### config.mk
export PLATFORM = sky130hd
export DESIGN_NAME = load_store_unit_flat
export DESIGN_NICKNAME = d
export VERILOG_FILES = /design/src/rtl/load_store_unit_pkg.sv /design/src/rtl/load_store_unit_if.sv /design/src/rtl/lsu_align.sv /design/src/rtl/load_store_unit.sv /design/src/flat_wrapper.sv
export SDC_FILE = /design/constraint.sdc
export NUM_CORES = 1
export LEC_CHECK = 0
export BUFFER_PORTS_ARGS = -buffer_cell sky130_fd_sc_hd__buf_2
export CAP_MARGIN = 20
export CORE_UTILIZATION = 46
export CTS_CLUSTER_SIZE = 28
export DETAILED_ROUTE_END_ITERATION = 12
export GPL_TIMING_DRIVEN = 0
export PLACE_DENSITY_LB_ADDON = 0.08
export SYNTH_ARGS = -nofsm -noshare
export SYNTH_HDL_FRONTEND = slang
export SYNTH_SLANG_ARGS = --single-unit
### constraint.sdc
create_clock -name clk -period 3.32 [get_ports clk]
set_input_delay 0.498 -clock clk [delete_from_list [all_inputs] [get_ports clk]]
set_output_delay 0.498 -clock clk [all_outputs]
set_load 0.1 [all_outputs]
### src/rtl/load_store_unit_pkg.sv
// Shared encodings for the load/store unit: funct3 access sizes, FSM states,
// the default bus timeout and the legality check applied to a MEM-stage op.
package load_store_unit_pkg;

    localparam logic [2:0] F3_B  = 3'b000;
    localparam logic [2:0] F3_H  = 3'b001;
    localparam logic [2:0] F3_W  = 3'b010;
    localparam logic [2:0] F3_BU = 3'b100;
    localparam logic [2:0] F3_HU = 3'b101;

    localparam int TIMEOUT_CYCLES_DEFAULT = 255;

    typedef enum logic [1:0] {
        IDLE   = 2'd0,
        ACCESS = 2'd1,
        DONE   = 2'd2
    } lsuState_t;

    // Exactly one of read/write, a funct3 legal for that direction, natural alignment.
    function automatic logic isLegalAccess(input logic isRead, input logic isWrite,
                                           input logic [2:0] funct3, input logic [1:0] addrLo);
        logic ok;
        ok = 1'b0;
        if (isRead ^ isWrite) begin
            case (funct3)
                F3_B:    ok = 1'b1;
                F3_BU:   ok = isRead;
                F3_H:    ok = ~addrLo[0];
                F3_HU:   ok = isRead & ~addrLo[0];
                F3_W:    ok = (addrLo == 2'b00);
                default: ok = 1'b0;
            endcase
        end
        return ok;
    endfunction

endpackage

### src/rtl/load_store_unit_if.sv
// Memory-side bus of the load/store unit.
// Handshake: mem_req rises with all fields valid and holds them stable until a
// one-cycle mem_ready completes the access; mem_ready with no request pending is ignored.
interface load_store_unit_if;

    logic        mem_req;
    logic        mem_we;
    logic [31:0] mem_addr;
    logic [31:0] mem_wdata;
    logic [3:0]  mem_be;
    logic        mem_ready;
    logic [31:0] mem_rdata;

    modport master (
        output mem_req,
        output mem_we,
        output mem_addr,
        output mem_wdata,
        output mem_be,
        input  mem_ready,
        input  mem_rdata
    );

    modport slave (
        input  mem_req,
        input  mem_we,
        input  mem_addr,
        input  mem_wdata,
        input  mem_be,
        output mem_ready,
        output mem_rdata
    );

endinterface

### src/rtl/lsu_align.sv
// Byte-lane steering: store data replication and byte enables, plus load
// lane extraction with sign/zero extension.
module lsu_align
    import load_store_unit_pkg::*;
(
    input  logic [2:0]  storeFunct3,
    input  logic [1:0]  storeAddrLo,
    input  logic [31:0] storeData,
    output logic [31:0] laneData,
    output logic [3:0]  byteEn,
    input  logic [2:0]  loadFunct3,
    input  logic [1:0]  loadAddrLo,
    input  logic [31:0] loadWord,
    output logic [31:0] loadData
);

    logic [7:0]  loadByte;
    logic [15:0] loadHalf;

    always_comb begin
        laneData = '0;
        byteEn   = '0;
        case (storeFunct3)
            F3_B: begin
                laneData = {4{storeData[7:0]}};
                byteEn   = 4'b0001 << storeAddrLo;
            end
            F3_H: begin
                laneData = {2{storeData[15:0]}};
                byteEn   = storeAddrLo[1] ? 4'b1100 : 4'b0011;
            end
            F3_W: begin
                laneData = storeData;
                byteEn   = 4'b1111;
            end
            default: ;
        endcase
    end

    always_comb begin
        loadByte = '0;
        case (loadAddrLo)
            2'd0:    loadByte = loadWord[7:0];
            2'd1:    loadByte = loadWord[15:8];
            2'd2:    loadByte = loadWord[23:16];
            default: loadByte = loadWord[31:24];
        endcase
    end

    assign loadHalf = loadAddrLo[1] ? loadWord[31:16] : loadWord[15:0];

    always_comb begin
        loadData = '0;
        case (loadFunct3)
            F3_B:    loadData = {{24{loadByte[7]}}, loadByte};
            F3_BU:   loadData = {24'd0, loadByte};
            F3_H:    loadData = {{16{loadHalf[15]}}, loadHalf};
            F3_HU:   loadData = {16'd0, loadHalf};
            F3_W:    loadData = loadWord;
            default: loadData = '0;
        endcase
    end

endmodule

### src/rtl/load_store_unit.sv
// MEM-stage load/store unit: stalls the pipeline around one registered bus
// access per instruction, flags illegal ops, and gives up after a timeout.
module load_store_unit
    import load_store_unit_pkg::*;
#(
    parameter int TIMEOUT_CYCLES = TIMEOUT_CYCLES_DEFAULT
) (
    input  logic              clk,
    input  logic              reset,
    input  logic              MemReadM,
    input  logic              MemWriteM,
    input  logic [2:0]        funct3M,
    input  logic [31:0]       ALUResultM,
    input  logic [31:0]       WriteDataM,
    output logic [31:0]       ReadDataM,
    output logic              StallM,
    output logic              FaultM,
    output logic              BusErrM,
    load_store_unit_if.master bus,
    output lsuState_t         stateDbg
);

    localparam int              CNT_W    = $clog2(TIMEOUT_CYCLES + 1);
    localparam logic [CNT_W-1:0] CNT_LAST = CNT_W'(TIMEOUT_CYCLES - 1);

    lsuState_t        state;
    lsuState_t        nextState;
    logic [CNT_W-1:0] accessCnt;

    logic        opRequested;
    logic        opLegal;
    logic        issue;
    logic        complete;
    logic        timeout;

    // Load shape is latched at issue so capture does not depend on the frozen pipeline.
    logic        isLoadQ;
    logic [2:0]  funct3Q;
    logic [1:0]  addrLoQ;

    logic [31:0] alignWdata;
    logic [3:0]  alignBe;
    logic [31:0] alignLoad;

    assign opRequested = MemReadM | MemWriteM;
    assign opLegal     = isLegalAccess(MemReadM, MemWriteM, funct3M, ALUResultM[1:0]);
    assign stateDbg    = state;

    lsu_align u_align (
        .storeFunct3 (funct3M),
        .storeAddrLo (ALUResultM[1:0]),
        .storeData   (WriteDataM),
        .laneData    (alignWdata),
        .byteEn      (alignBe),
        .loadFunct3  (funct3Q),
        .loadAddrLo  (addrLoQ),
        .loadWord    (bus.mem_rdata),
        .loadData    (alignLoad)
    );

    always_ff @(posedge clk or posedge reset) begin
        if (reset) begin
            state <= IDLE;
        end else begin
            state <= nextState;
        end
    end

    always_comb begin
        nextState = state;
        StallM    = 1'b0;
        FaultM    = 1'b0;
        issue     = 1'b0;
        complete  = 1'b0;
        timeout   = 1'b0;
        case (state)
            IDLE: begin
                if (opRequested) begin
                    if (opLegal) begin
                        StallM    = 1'b1;
                        issue     = 1'b1;
                        nextState = ACCESS;
                    end else begin
                        FaultM = 1'b1;
                    end
                end
            end
            ACCESS: begin
                StallM = 1'b1;
                if (bus.mem_ready) begin
                    complete  = 1'b1;
                    nextState = DONE;
                end else if (accessCnt == CNT_LAST) begin
                    timeout   = 1'b1;
                    nextState = DONE;
                end
            end
            DONE: begin
                // Pipeline advances at the end of this cycle; the op must not re-issue.
                nextState = IDLE;
            end
            default: nextState = IDLE;
        endcase
    end

    always_ff @(posedge clk or posedge reset) begin
        if (reset) begin
            ReadDataM     <= '0;
            BusErrM       <= 1'b0;
            accessCnt     <= '0;
            isLoadQ       <= 1'b0;
            funct3Q       <= '0;
            addrLoQ       <= '0;
            bus.mem_req   <= 1'b0;
            bus.mem_we    <= 1'b0;
            bus.mem_addr  <= '0;
            bus.mem_wdata <= '0;
            bus.mem_be    <= '0;
        end else begin
            BusErrM <= timeout;

            if (issue) begin
                accessCnt     <= '0;
                isLoadQ       <= MemReadM;
                funct3Q       <= funct3M;
                addrLoQ       <= ALUResultM[1:0];
                bus.mem_req   <= 1'b1;
                bus.mem_we    <= MemWriteM;
                bus.mem_addr  <= {ALUResultM[31:2], 2'b00};
                bus.mem_wdata <= alignWdata;
                bus.mem_be    <= alignBe;
            end else if (state == ACCESS) begin
                accessCnt <= accessCnt + 1'b1;
            end

            if (complete || timeout) begin
                bus.mem_req <= 1'b0;
            end

            if (complete && isLoadQ) begin
                ReadDataM <= alignLoad;
            end else if (FaultM || timeout) begin
                ReadDataM <= '0;
            end
        end
    end

endmodule

### src/flat_wrapper.sv
// flat-port wrapper written by rule: the top's interface ports become plain ports
module load_store_unit_flat import load_store_unit_pkg::*;
#(
    parameter int TIMEOUT_CYCLES = TIMEOUT_CYCLES_DEFAULT
)
  (clk, reset, MemReadM, MemWriteM, funct3M, ALUResultM, WriteDataM, ReadDataM, StallM, FaultM, BusErrM, stateDbg, bus_mem_req, bus_mem_we, bus_mem_addr, bus_mem_wdata, bus_mem_be, bus_mem_ready, bus_mem_rdata);
  load_store_unit_if bus_i ();
  input  logic clk;
  input  logic reset;
  input  logic MemReadM;
  input  logic MemWriteM;
  input  logic [2:0] funct3M;
  input  logic [31:0] ALUResultM;
  input  logic [31:0] WriteDataM;
  output logic [31:0] ReadDataM;
  output logic StallM;
  output logic FaultM;
  output logic BusErrM;
  output lsuState_t stateDbg;
  output wire logic [$bits(bus_i.mem_req)-1:0] bus_mem_req;
  output wire logic [$bits(bus_i.mem_we)-1:0] bus_mem_we;
  output wire logic [$bits(bus_i.mem_addr)-1:0] bus_mem_addr;
  output wire logic [$bits(bus_i.mem_wdata)-1:0] bus_mem_wdata;
  output wire logic [$bits(bus_i.mem_be)-1:0] bus_mem_be;
  input wire logic [$bits(bus_i.mem_ready)-1:0] bus_mem_ready;
  input wire logic [$bits(bus_i.mem_rdata)-1:0] bus_mem_rdata;
  assign bus_mem_req = bus_i.mem_req;
  assign bus_mem_we = bus_i.mem_we;
  assign bus_mem_addr = bus_i.mem_addr;
  assign bus_mem_wdata = bus_i.mem_wdata;
  assign bus_mem_be = bus_i.mem_be;
  assign bus_i.mem_ready = bus_mem_ready;
  assign bus_i.mem_rdata = bus_mem_rdata;
  load_store_unit #(.TIMEOUT_CYCLES(TIMEOUT_CYCLES)) u_core (.clk(clk), .reset(reset), .MemReadM(MemReadM), .MemWriteM(MemWriteM), .funct3M(funct3M), .ALUResultM(ALUResultM), .WriteDataM(WriteDataM), .ReadDataM(ReadDataM), .StallM(StallM), .FaultM(FaultM), .BusErrM(BusErrM), .bus(bus_i), .stateDbg(stateDbg));
endmodule
### Yosys cells after proc, flatten, opt, wreduce, memory -nomap -nowiden

Index checks and enable logic that the tools add are counted.

* register bits after elaboration: 117
* output and inout bits: 107
* word-level logic and storage cells: 76

* $add $sub $neg: 1
* equality and inequality tests: 15
* shift-type cells: 1
* multiplexer cells: 31
* bitwise operators: 4
* reduce and logical (&&, ||, !) cells: 12

Operators by type and width (count)
* $pmux W32 S5: 1
* $pmux W32 S3: 1
* $mux W32: 2
* $pmux W8 S3: 1
* $mux W16: 1
* $mux W8: 2
* $mux W1: 14
* $eq A3 B3 Y1 const B: 4
* $pmux W4 S3: 1
* $add A8 B1 Y8 const B: 1
* $eq A8 B8 Y1 const B: 1
* $mux W2: 4
* $eq A3 B1 Y1 const B: 2
* $eq A3 B2 Y1 const B: 2
* $logic_not A2 Y1: 3
* $logic_not A3 Y1: 2
* $reduce_bool A2 Y1: 3
* $pmux W1 S5: 1
* $eq A2 B1 Y1 const B: 2
* $mux W4: 1
* $ne A2 B1 Y1 const B: 2
* $pmux W2 S2: 1
* $shl A1 B2 Y4 const A: 1
* $ne A3 B2 Y1 const B: 1
* other kinds (9): 10

### Depth between registers and ports, before layout

Gate-level depths: netlist of the first run.

* word-level depth: 10
* gate-level depth with buffers: 8
* mapped depth without buffers: 6

### By module

A second synthesis of the first run with hierarchy kept.

* cells, all modules: 616
* area, all modules: 6561.3 um^2

By module, submodules not included
* load_store_unit: instances 1, cells each 370, area each 4931.0 um^2
* lsu_align: instances 1, cells each 246, area each 1630.3 um^2

### Worst setup path after synthesis of the first run

No wires, ideal clock.

* path kind: reg2out
* start: reg u_core.state[0] (netlist: u_core.stateDbg[0])
* end: out StallM
* arrival time: 2.953 ns
* required time: 2.822 ns
* setup slack: -0.131 ns
* stages on the path, launching flop included: 5
* cells stage by stage: dfrtp_1 nor3_1 nand3_2 buf_2 o21ai_1

* cells in the longest elaborated chain, start to end: 2
* elaborated cells on any way between the ends: 3
* those cells by class: eq/ne: 1; mux: 1; reduce/logical: 1

Ends and longest elaborated chain
* start, declared: RTL line load_store_unit.sv:26 `lsuState_t state;`
* start signal, assigned: RTL line load_store_unit.sv:65 `state <= nextState;`
* $eq A2 B1 Y1 or $logic_not A2 Y1 (tied branches): RTL line load_store_unit.sv:76 `case (state)`
* $pmux W1 S2 (*): RTL line load_store_unit.sv:76
* end, declared: RTL line flat_wrapper.sv:16 `output logic StallM;`

Mark *: on every way between the ends. The rest lies on a longest branch, timed or not.

### Worst setup path in the final report of the first run

* start: reg u_core.state[1] (netlist: u_core.stateDbg[1])
* end: out FaultM

* cells in the longest elaborated chain, start to end: 2

Ends and longest elaborated chain
* $logic_not A2 Y1: RTL line load_store_unit.sv:76
* $mux W1: RTL line load_store_unit.sv:76
* end, declared: RTL line flat_wrapper.sv:17 `output logic FaultM;`

Every way passes these cells.

==> key figures, run 1 <==
Synthesis
  – Post-synth top area cell: sky130_fd_sc_hd__dfrtp_1
  – Post-synth EDFFs: 0
  – Adder and majority gate portion of the synthesized area: 0.605%
  – Cell area after technology mapping: 0.00621 mm²
  – Biggest area contributors in the synthesized netlist: sky130_fd_sc_hd__dfrtp_1 (47%), sky130_fd_sc_hd__mux2_1 (11%), sky130_fd_sc_hd__nand3_2 (4.8%)
  – Proportion of synthesized area in mux cells: 16.6%
  – Netlist cell types: 57
  – Fraction of the yosys area taken by sequential cells: 47.2%
  – Xor and xnor area share after synthesis: 0.564%
  – Number of register bits inferred by synthesis: 117
  – Async set-reset flop share out of synthesis: 100%
  – Dominant combinational cell family by area after synthesis: compound AO/OA/AOI/OAI gates
  – Post-synth top flop: sky130_fd_sc_hd__dfrtp_1
  – Synth top area share: 47.2%
  – Complex-gate fraction of the synthesized area: 17.4%
  – Syn. warnings: 0
  – Number of standard cells after synthesis: 519
  – Basic-gate share of the synthesized area counting and, or, nand and nor cells: 12.2%
  – Synthesized area divided by synthesized cell count: 12.0 µm²

Clocking
  – Number of buffers added to fix hold violations after cts: 0
  – Root buffer cell: sky130_fd_sc_hd__clkbuf_16
  – CTS resizes: 0
  – Cts bufs inserted: 17
  – Post-CTS Setup Inserts: 0
  – Clock slew seen by the registers of the worst setup and hold paths: 0.05 ns
  – Clock tree from TritonCTS: built
  – Clock latency on the worst-skew pair: 0.42 ns
  – # H-tree levels: 4
  – Max Root-Sink Buffers: 2
  – Number of clock sinks: 117

Place
  – Detailed placement HPWL: 12500 µm
  – Instance area at placement: 0.00752 mm²
  – Number of cells in the design after placement: 906
  – Routability Congestion: 0.839
  – Number of port buffers: 208

Setup path
  – Critical path depth in cells: 4
  – Critical Path Sink: FaultM
  – CP Launch Point: u_core.stateDbg[1]
  – Logic depth of the worst register-to-register path: 5
  – Capturing element type of the critical path: output port
  – Critical setup path kind: reg2out
  – Kind of start point of the critical path: register
  – Arrival time worst endpoint: 2.28 ns
  – Setup slack on the worst flop-to-flop path: 1.44 ns
  – Top cell by count, worst path: sky130_fd_sc_hd__buf_2
  – Cells along the critical path: nor3_1 -> o21a_1 -> buf_2 -> buf_2
  – Maximum net fanout on the critical path: 10
  – Crit Reg-Reg Startpoint: u_core.stateDbg[1]
  – Worst reg2reg path endpoint: u_core.bus.mem_addr[2]
  – Count of buffer and inverter cells on the critical path: 2
  – Longest individual stage delay on the worst path: 0.48 ns
  – Cell class contributing the biggest share of worst-path delay: buffers and inverters
  – CP max-delay cell: sky130_fd_sc_hd__buf_2
  – Data required time at the worst endpoint: 2.82 ns

Global routing
  – Gr ovfl total: 0
  – All-Layer GR Usage: 24.8%
  – Via count of the first global-routing pass: 5160
  – Maximum number of pins on one net before global-route repair: 41
  – Global-route wire length before repair: 26800 µm
  – Initial antenna violation count: 0

Drt
  – Average wire length per cell after detail routing: 17.6 µm
  – Violation count after the first detailed-routing iteration: 305
  – Post-Route WL: 16500 µm
  – DR vias: 5059
  – Via/cell ratio: 5.39
  – Number of search-and-repair iterations in the first detailed-routing pass: 5
  – Number of nets with antenna violations after detailed routing: 0
  – Count of unresolved DRC violations after routing: 0

Power
  – Power, Total: 0.00748 W
  – Static Leak: 3.95 nW
  – Cell area power density: 920 mW/mm²
  – Worst VDD drop: 0.777 mV

Timing
  – Final Hold Vio Count: 0
  – Minimum period implied by the final worst setup slack: 2.78 ns
  – Final setup violating endpoints: 0
  – Final-layout setup total negative slack: 0 ns
  – Slew HR: 41.9%
  – Number of max-slew violations in the final report: 0
  – Largest clock skew in the final design: 0.00656 ns
  – Unrepaired setup endpoints after global routing: no
  – Actual transition at the worst max-transition pin: 0.869 ns
  – Fmax: 360 MHz
  – Final worst path period share: 83.8%

Layout
  – Seq. cell area: 0.00293 mm²
  – # fillers: 1126
  – Area overhead of the layout relative to synthesis: 31.0%
  – Count of antenna diodes in the layout: 0
  – Final standard cell area without fillers: 0.00813 mm²
  – Final nets: 856
  – Fraction of final layout cells sized beyond drive strength 1: 45.5%
  – Multi-input logic area: 0.00295 mm²
  – Final standard cell count with taps included and fillers excluded: 938

Die
  – Area of the core: 0.0132 mm²
  – Row count: 42
  – Die footprint: 0.0140 mm²
  – Vertical die dimension: 118 µm
  – Initial Utilization: 47.1%
  – Chip Width: 118 µm
  – Ports placed on the boundary: 211

Run status
  – Run status: complete, no violations

Hold path
  – Min-Delay Path Class: in2async

Flow run
  – Number of maximum-capacitance violations: 0
## metrics by stage
stage | hold slack (ns) | worst slack, ns | utilization, %
final | 0.253 | 0.539 | 61.6
after global routing | 0.280 | 0.436 | 61.6
after CTS | 0.264 | 0.541 | 61.6
after detailed placement | 0.469 | 0.615 | 57.0
after global placement | 0.462 | 0.630 | 56.7
after floorplan | 0.451 | 0.440 | -
## cell usage after synthesis, types with 3 or more instances
library cell and n:
sky130_fd_sc_hd__mux2i_1 28, sky130_fd_sc_hd__ha_1 3, sky130_fd_sc_hd__buf_12 3, sky130_fd_sc_hd__dfrtp_1 117, sky130_fd_sc_hd__a22oi_1 23, sky130_fd_sc_hd__o21ai_0 11, sky130_fd_sc_hd__a21oi_1 14, sky130_fd_sc_hd__o21ai_1 3
sky130_fd_sc_hd__o22ai_1 15, sky130_fd_sc_hd__mux2_1 63, sky130_fd_sc_hd__a22o_1 15, sky130_fd_sc_hd__nand3_1 7, sky130_fd_sc_hd__a221oi_1 8, sky130_fd_sc_hd__o31ai_1 8, sky130_fd_sc_hd__nand4_1 3, sky130_fd_sc_hd__nor2_1 22
sky130_fd_sc_hd__nand3_2 30, sky130_fd_sc_hd__o22ai_2 19, sky130_fd_sc_hd__nand2b_1 7, sky130_fd_sc_hd__clkbuf_1 10, sky130_fd_sc_hd__inv_1 7, sky130_fd_sc_hd__nor3_1 3, sky130_fd_sc_hd__nand2_1 24, sky130_fd_sc_hd__or2_2 8
sky130_fd_sc_hd__buf_2 14, sky130_fd_sc_hd__buf_4 9, sky130_fd_sc_hd__buf_6 6
## worst min-delay path by stage
stage | slack, ns | to | cells past startpoint
final | 0.25 | u_core.bus.mem_wdata[7] | 2
after detailed placement | 0.47 | u_core.bus.mem_addr[28] | 1
after global placement | 0.46 | u_core.bus.mem_addr[3] | 1
after floorplan | 0.45 | u_core.accessCnt[7] | 1
after global routing | 0.28 | u_core.bus.mem_addr[11] | 2
after CTS | 0.26 | u_core.bus.mem_be[2] | 2
## state kept, by name, indices dropped and copies added (netlist names), 2 cells and up
register,count
u_core.addrLoQ,2
u_core.bus.mem_wdata,32
u_core.accessCnt,8
u_core.funct3Q,3
u_core.stateDbg,2
u_core.ReadDataM,32
u_core.bus.mem_addr,30
u_core.bus.mem_be,4
## metal layers
metal	wire length [µm]	GRT usage, %
met1	7150	31.8
met2	8000	39.3
met3	1130	7.63
met4	261	9.38
met5	0	0
## worst reg2reg max path: cells and delay by family (launching register included)
kind,cells,cell delay (ns)
buffers and inverters,1,0.28
DFF,1,0.40
muxes,1,0.35
and+or+nand+nor,3,0.72
## layout by cell type, fill, tap and decap left out, types with 3 or more instances in the layout
cell	Yosys	routed
sky130_fd_sc_hd__a21oi_1	14	14
sky130_fd_sc_hd__a221oi_1	8	8
sky130_fd_sc_hd__a22o_1	15	15
sky130_fd_sc_hd__a22oi_1	23	23
sky130_fd_sc_hd__buf_12	3	5
sky130_fd_sc_hd__buf_2	14	222
sky130_fd_sc_hd__buf_4	9	9
sky130_fd_sc_hd__buf_6	6	6
sky130_fd_sc_hd__bufinv_16	0	3
sky130_fd_sc_hd__clkbuf_1	10	10
sky130_fd_sc_hd__clkbuf_16	0	17
sky130_fd_sc_hd__clkinv_2	0	4
sky130_fd_sc_hd__clkinvlp_4	0	6
sky130_fd_sc_hd__dfrtp_1	117	117
sky130_fd_sc_hd__ha_1	3	3
sky130_fd_sc_hd__inv_1	7	6
sky130_fd_sc_hd__mux2_1	63	63
sky130_fd_sc_hd__mux2i_1	28	28
sky130_fd_sc_hd__nand2_1	24	24
sky130_fd_sc_hd__nand2b_1	7	7
sky130_fd_sc_hd__nand3_1	7	7
sky130_fd_sc_hd__nand3_2	30	30
sky130_fd_sc_hd__nand4_1	3	3
sky130_fd_sc_hd__nor2_1	22	22
sky130_fd_sc_hd__nor3_1	3	3
sky130_fd_sc_hd__o21ai_0	11	11
sky130_fd_sc_hd__o22ai_1	15	15
sky130_fd_sc_hd__o22ai_2	19	19
sky130_fd_sc_hd__o31ai_1	8	8
sky130_fd_sc_hd__or2_2	8	8
## cell families (layout without fill, tap and decap cells)
logic type,Yosys count,in the layout
buffers and inverters,51,293
adder cells (fa/ha/maj),3,3
flip-flops,117,117
AND/OR/NAND/NOR,117,117
AO/OA/AOI/OAI,132,132
multiplexers,94,94
XOR/XNOR,4,4
other,1,2
## final cells by class
type / count / area share (%)
multi-input combinational: 352 / 36.3
sequential: 117 / 36.0
timing repair buffer: 210 / 13.3
clock buffer: 19 / 5.57
buffer: 44 / 3.82
tap: 176 / 2.71
clock inverter: 13 / 1.92
inverter: 7 / 0.369
## where the power goes
part           internal [W]  switching [W]  total [W]
Combinational      0.000757        0.00287    0.00363
Sequential          0.00176       0.000214    0.00197
Clock               0.00121       0.000667    0.00188
Total               0.00373        0.00375    0.00748
Power figures use the tool's default switching activity.
==> run 2, diff against run 1 <==
--- a/config.mk
+++ b/config.mk
@@ -7,7 +7,7 @@
 export LEC_CHECK = 0
 export BUFFER_PORTS_ARGS = -buffer_cell sky130_fd_sc_hd__buf_2
 export CAP_MARGIN = 20
-export CORE_UTILIZATION = 46
+export CORE_UTILIZATION = 51
 export CTS_CLUSTER_SIZE = 28
 export DETAILED_ROUTE_END_ITERATION = 12
 export GPL_TIMING_DRIVEN = 0
==> constraint.sdc (replaced) <==
create_clock -name clk -period 2.65 [get_ports clk]
set_input_delay 0.3975 -clock clk [delete_from_list [all_inputs] [get_ports clk]]
set_output_delay 0.3975 -clock clk [all_outputs]
set_load 0.1 [all_outputs]
==> run 2 against run 1 <==
The flow now finishes with violations (DRC). Register-to-register slack got worse by 0.67 ns. Power rose by 27%. Sequential share of layout area is essentially flat. First-iteration DRC count fell by 15%. Via count up 0.51%. Critical endpoint unchanged. Largest power group unchanged.
==> key figures, run 2 (synthesis results as in run 1) <==
Run status
  – Run status: finished, violations left
  – Failing checks: DRC

Setup path
  – Arrival time worst endpoint: 2.15 ns (-0.13 ns)
  – Maximum net fanout on the critical path: 10 (unchanged)
  – Data required time at the worst endpoint: 2.25 ns (-0.57 ns)
  – Critical setup path kind: reg2out
  – Capturing element type of the critical path: output port
  – Kind of start point of the critical path: register

Power
  – Worst VDD drop: 1.16 mV (+50%)
  – Clock power share: 25.6% (+0.5 points)
  – Comb power frac: 48.3% (-0.2 points)
  – Sw Pwr: 0.00468 W (+25%)
  – Static Leak: 3.99 nW (+0.84%)
  – Cell area power density: 1160 mW/mm² (+26%)
  – Internal power summed over all cells: 0.00479 W (+28%)
  – Switching portion of total power: 49.4% (-0.76 points)
  – Sequential group share of total power: 26.1% (-0.3 points)

Timing
  – Slew HR: 53.4% (+11 points)
  – Final setup violating endpoints: 0 (unchanged)
  – Unrepaired setup endpoints after global routing: no
  – Number of max-slew violations in the final report: 0 (unchanged)
  – Final-layout setup total negative slack: 0 ns (unchanged)
  – Largest clock skew in the final design: 0.00544 ns (-0.00112 ns)
  – Minimum period implied by the final worst setup slack: 2.55 ns
  – Fmax: 392 MHz
  – Final Hold Vio Count: 0 (unchanged)
  – Actual transition at the worst max-transition pin: 0.699 ns (-0.170 ns)
  – Tightest hold margin: 0.0366 ns (-0.217 ns)
  – Final worst path period share: 96.2%

Die
  – Die footprint: 0.0126 mm² (-9.6%)
  – Initial Utilization: 53.2% (+6.2 points)
  – Chip Width: 112 µm (-4.9%)
  – Ports placed on the boundary: 211 (unchanged)
  – Vertical die dimension: 112 µm (-4.9%)
  – Area of the core: 0.0117 mm² (-12%)
  – Row count: 39 (-7.1%)

Flow run
  – Number of maximum-capacitance violations: 0 (unchanged)

Clocking
  – Max Root-Sink Buffers: 2 (unchanged)
  – Cts bufs inserted: 17 (unchanged)
  – Clock slew seen by the registers of the worst setup and hold paths: 0.05 ns (about the same)
  – Clock latency on the worst-skew pair: 0.42 ns (about the same)
  – Clock tree from TritonCTS: built
  – # H-tree levels: 4 (unchanged)
  – Number of clock sinks: 117 (unchanged)
  – Root buffer cell: sky130_fd_sc_hd__clkbuf_16

Layout
  – Area overhead of the layout relative to synthesis: 31.0% (about the same)
  – Final nets: 857 (+0.12%)
  – Count of antenna diodes in the layout: 0 (unchanged)
  – Fraction of final layout cells sized beyond drive strength 1: 45.4% (-0.13 points)
  – Most common cell after layout, fill and taps aside: sky130_fd_sc_hd__buf_2
  – Commonest non-fill, non-tap cells in the layout: sky130_fd_sc_hd__buf_2 (220), sky130_fd_sc_hd__dfrtp_1 (117), sky130_fd_sc_hd__mux2_1 (63), sky130_fd_sc_hd__nand3_2 (30), sky130_fd_sc_hd__mux2i_1 (28)
  – Top flop regs: u_core.ReadDataM: 32 flops, u_core.bus.mem_wdata: 32 flops, u_core.bus.mem_addr: 30 flops

Drt
  – Number of nets with antenna violations after detailed routing: 0 (unchanged)
  – Average wire length per cell after detail routing: 18.2 µm (+3.0%)
  – Violation count after the first detailed-routing iteration: 258 (-15%)
  – DR vias: 5085 (+0.51%)
  – Via/cell ratio: 5.62 (+4.2%)
  – Number of search-and-repair iterations in the first detailed-routing pass: 10 (+5)
  – Count of unresolved DRC violations after routing: 11 (+11)
  – Post-Route WL: 16400 µm (-0.65%)

Global routing
  – Global-route wire length before repair: 26700 µm (-0.46%)
  – Via count of the first global-routing pass: 5277 (+2.3%)
  – All-Layer GR Usage: 27.5% (+2.7 points)
  – Maximum number of pins on one net before global-route repair: 39 (-4.9%)
  – Gr ovfl total: 0 (unchanged)
  – Initial antenna violation count: 0 (unchanged)

Place
  – Detailed placement HPWL: 12200 µm (-2.0%)
  – Routability Congestion: 0.845 (+0.75%)
  – Number of port buffers: 208 (unchanged)

Hold path
  – Min-Delay Path Class: in2async
==> run 2: cell types whose count changed in the layout (fill, tap and decap cells not counted), sizes merged <==
cell,previous run,this run
clkbuf,29,31
clkinvlp,6,2
bufinv,3,4
buf,244,245
==> run 2: layout make-up <==
cell class	count	area (µm²)
fill	889	3530
tap	143	179
inverter	7	30.0
buffer	44	310
timing repair buffer	211	1110
clock buffer	21	470
multi-input combinational	352	2960
sequential	117	2930
clock inverter	10	153
==> run 2: what timing repair did <==
action	CTS	global route
endpoints found under the hold margin	0	0
setup endpoints to repair	2	0
gates resized for setup	2	0
setup buffers	0	0
hold buffers	0	0
==> run 2: worst max-delay path, cell delays in order, from the launching register on <==
cell and delay (ns):
sky130_fd_sc_hd__dfrtp_1 0.41, sky130_fd_sc_hd__nor3_1 0.34, sky130_fd_sc_hd__o21a_1 0.33, sky130_fd_sc_hd__buf_2 0.31, sky130_fd_sc_hd__buf_4 0.34
==> run 2: path summary, 6_finish.rpt <==
path / slack [ns] / to / from / depth (start not counted)
worst min register to register: 0.48 / u_core.bus.mem_addr[29] / u_core.bus.mem_addr[29] / 1
min in group clk: 0.19 / u_core.bus.mem_addr[21] / ALUResultM[21] / 2
max in group asynchronous: 2.05 / u_core.ReadDataM[1] / reset / 3
worst max-delay path: 0.10 / FaultM / u_core.stateDbg[1] / 4
worst min-delay path: 0.04 / u_core.bus.mem_addr[19] / reset / 2
worst max register to register: 0.77 / u_core.ReadDataM[10] / u_core.addrLoQ[1] / 6
==> run 2: power groups by stage <==
stage               Sequential (W)  Combinational (W)  Clock [W]
finish                     0.00248            0.00457    0.00242
global route               0.00253            0.00475    0.00255
CTS                        0.00247            0.00458    0.00246
detailed placement         0.00249            0.00456          0
global placement           0.00246            0.00451          0
floorplan                  0.00496            0.00125          0
==> run 2: through the flow <==
step | area (µm²) | setup slack [ns] | cells | total power [W] | util [%]
after detailed placement | 7510 | 0.114 | 874 | 0.00705 | 64.4
after floorplan | 6230 | 0.154 | 520 | 0.00621 | -
after CTS | 8140 | 0.0727 | 905 | 0.00951 | 69.8
after global placement | 7450 | 0.115 | 871 | 0.00697 | 63.9
after global routing | 8140 | 0.000484 | 905 | 0.00983 | 69.8
final | 8140 | 0.101 | 905 | 0.00947 | 69.8
==> run 2: metal layers <==
layer  up-vias  GRT usage [%]  wire length [µm]
li1       2394              -                 -
met1      2491           33.5              6870
met3        20           8.75              1080
met2       180           46.2              8210
met5         -              0                 0
met4         0           9.69               277
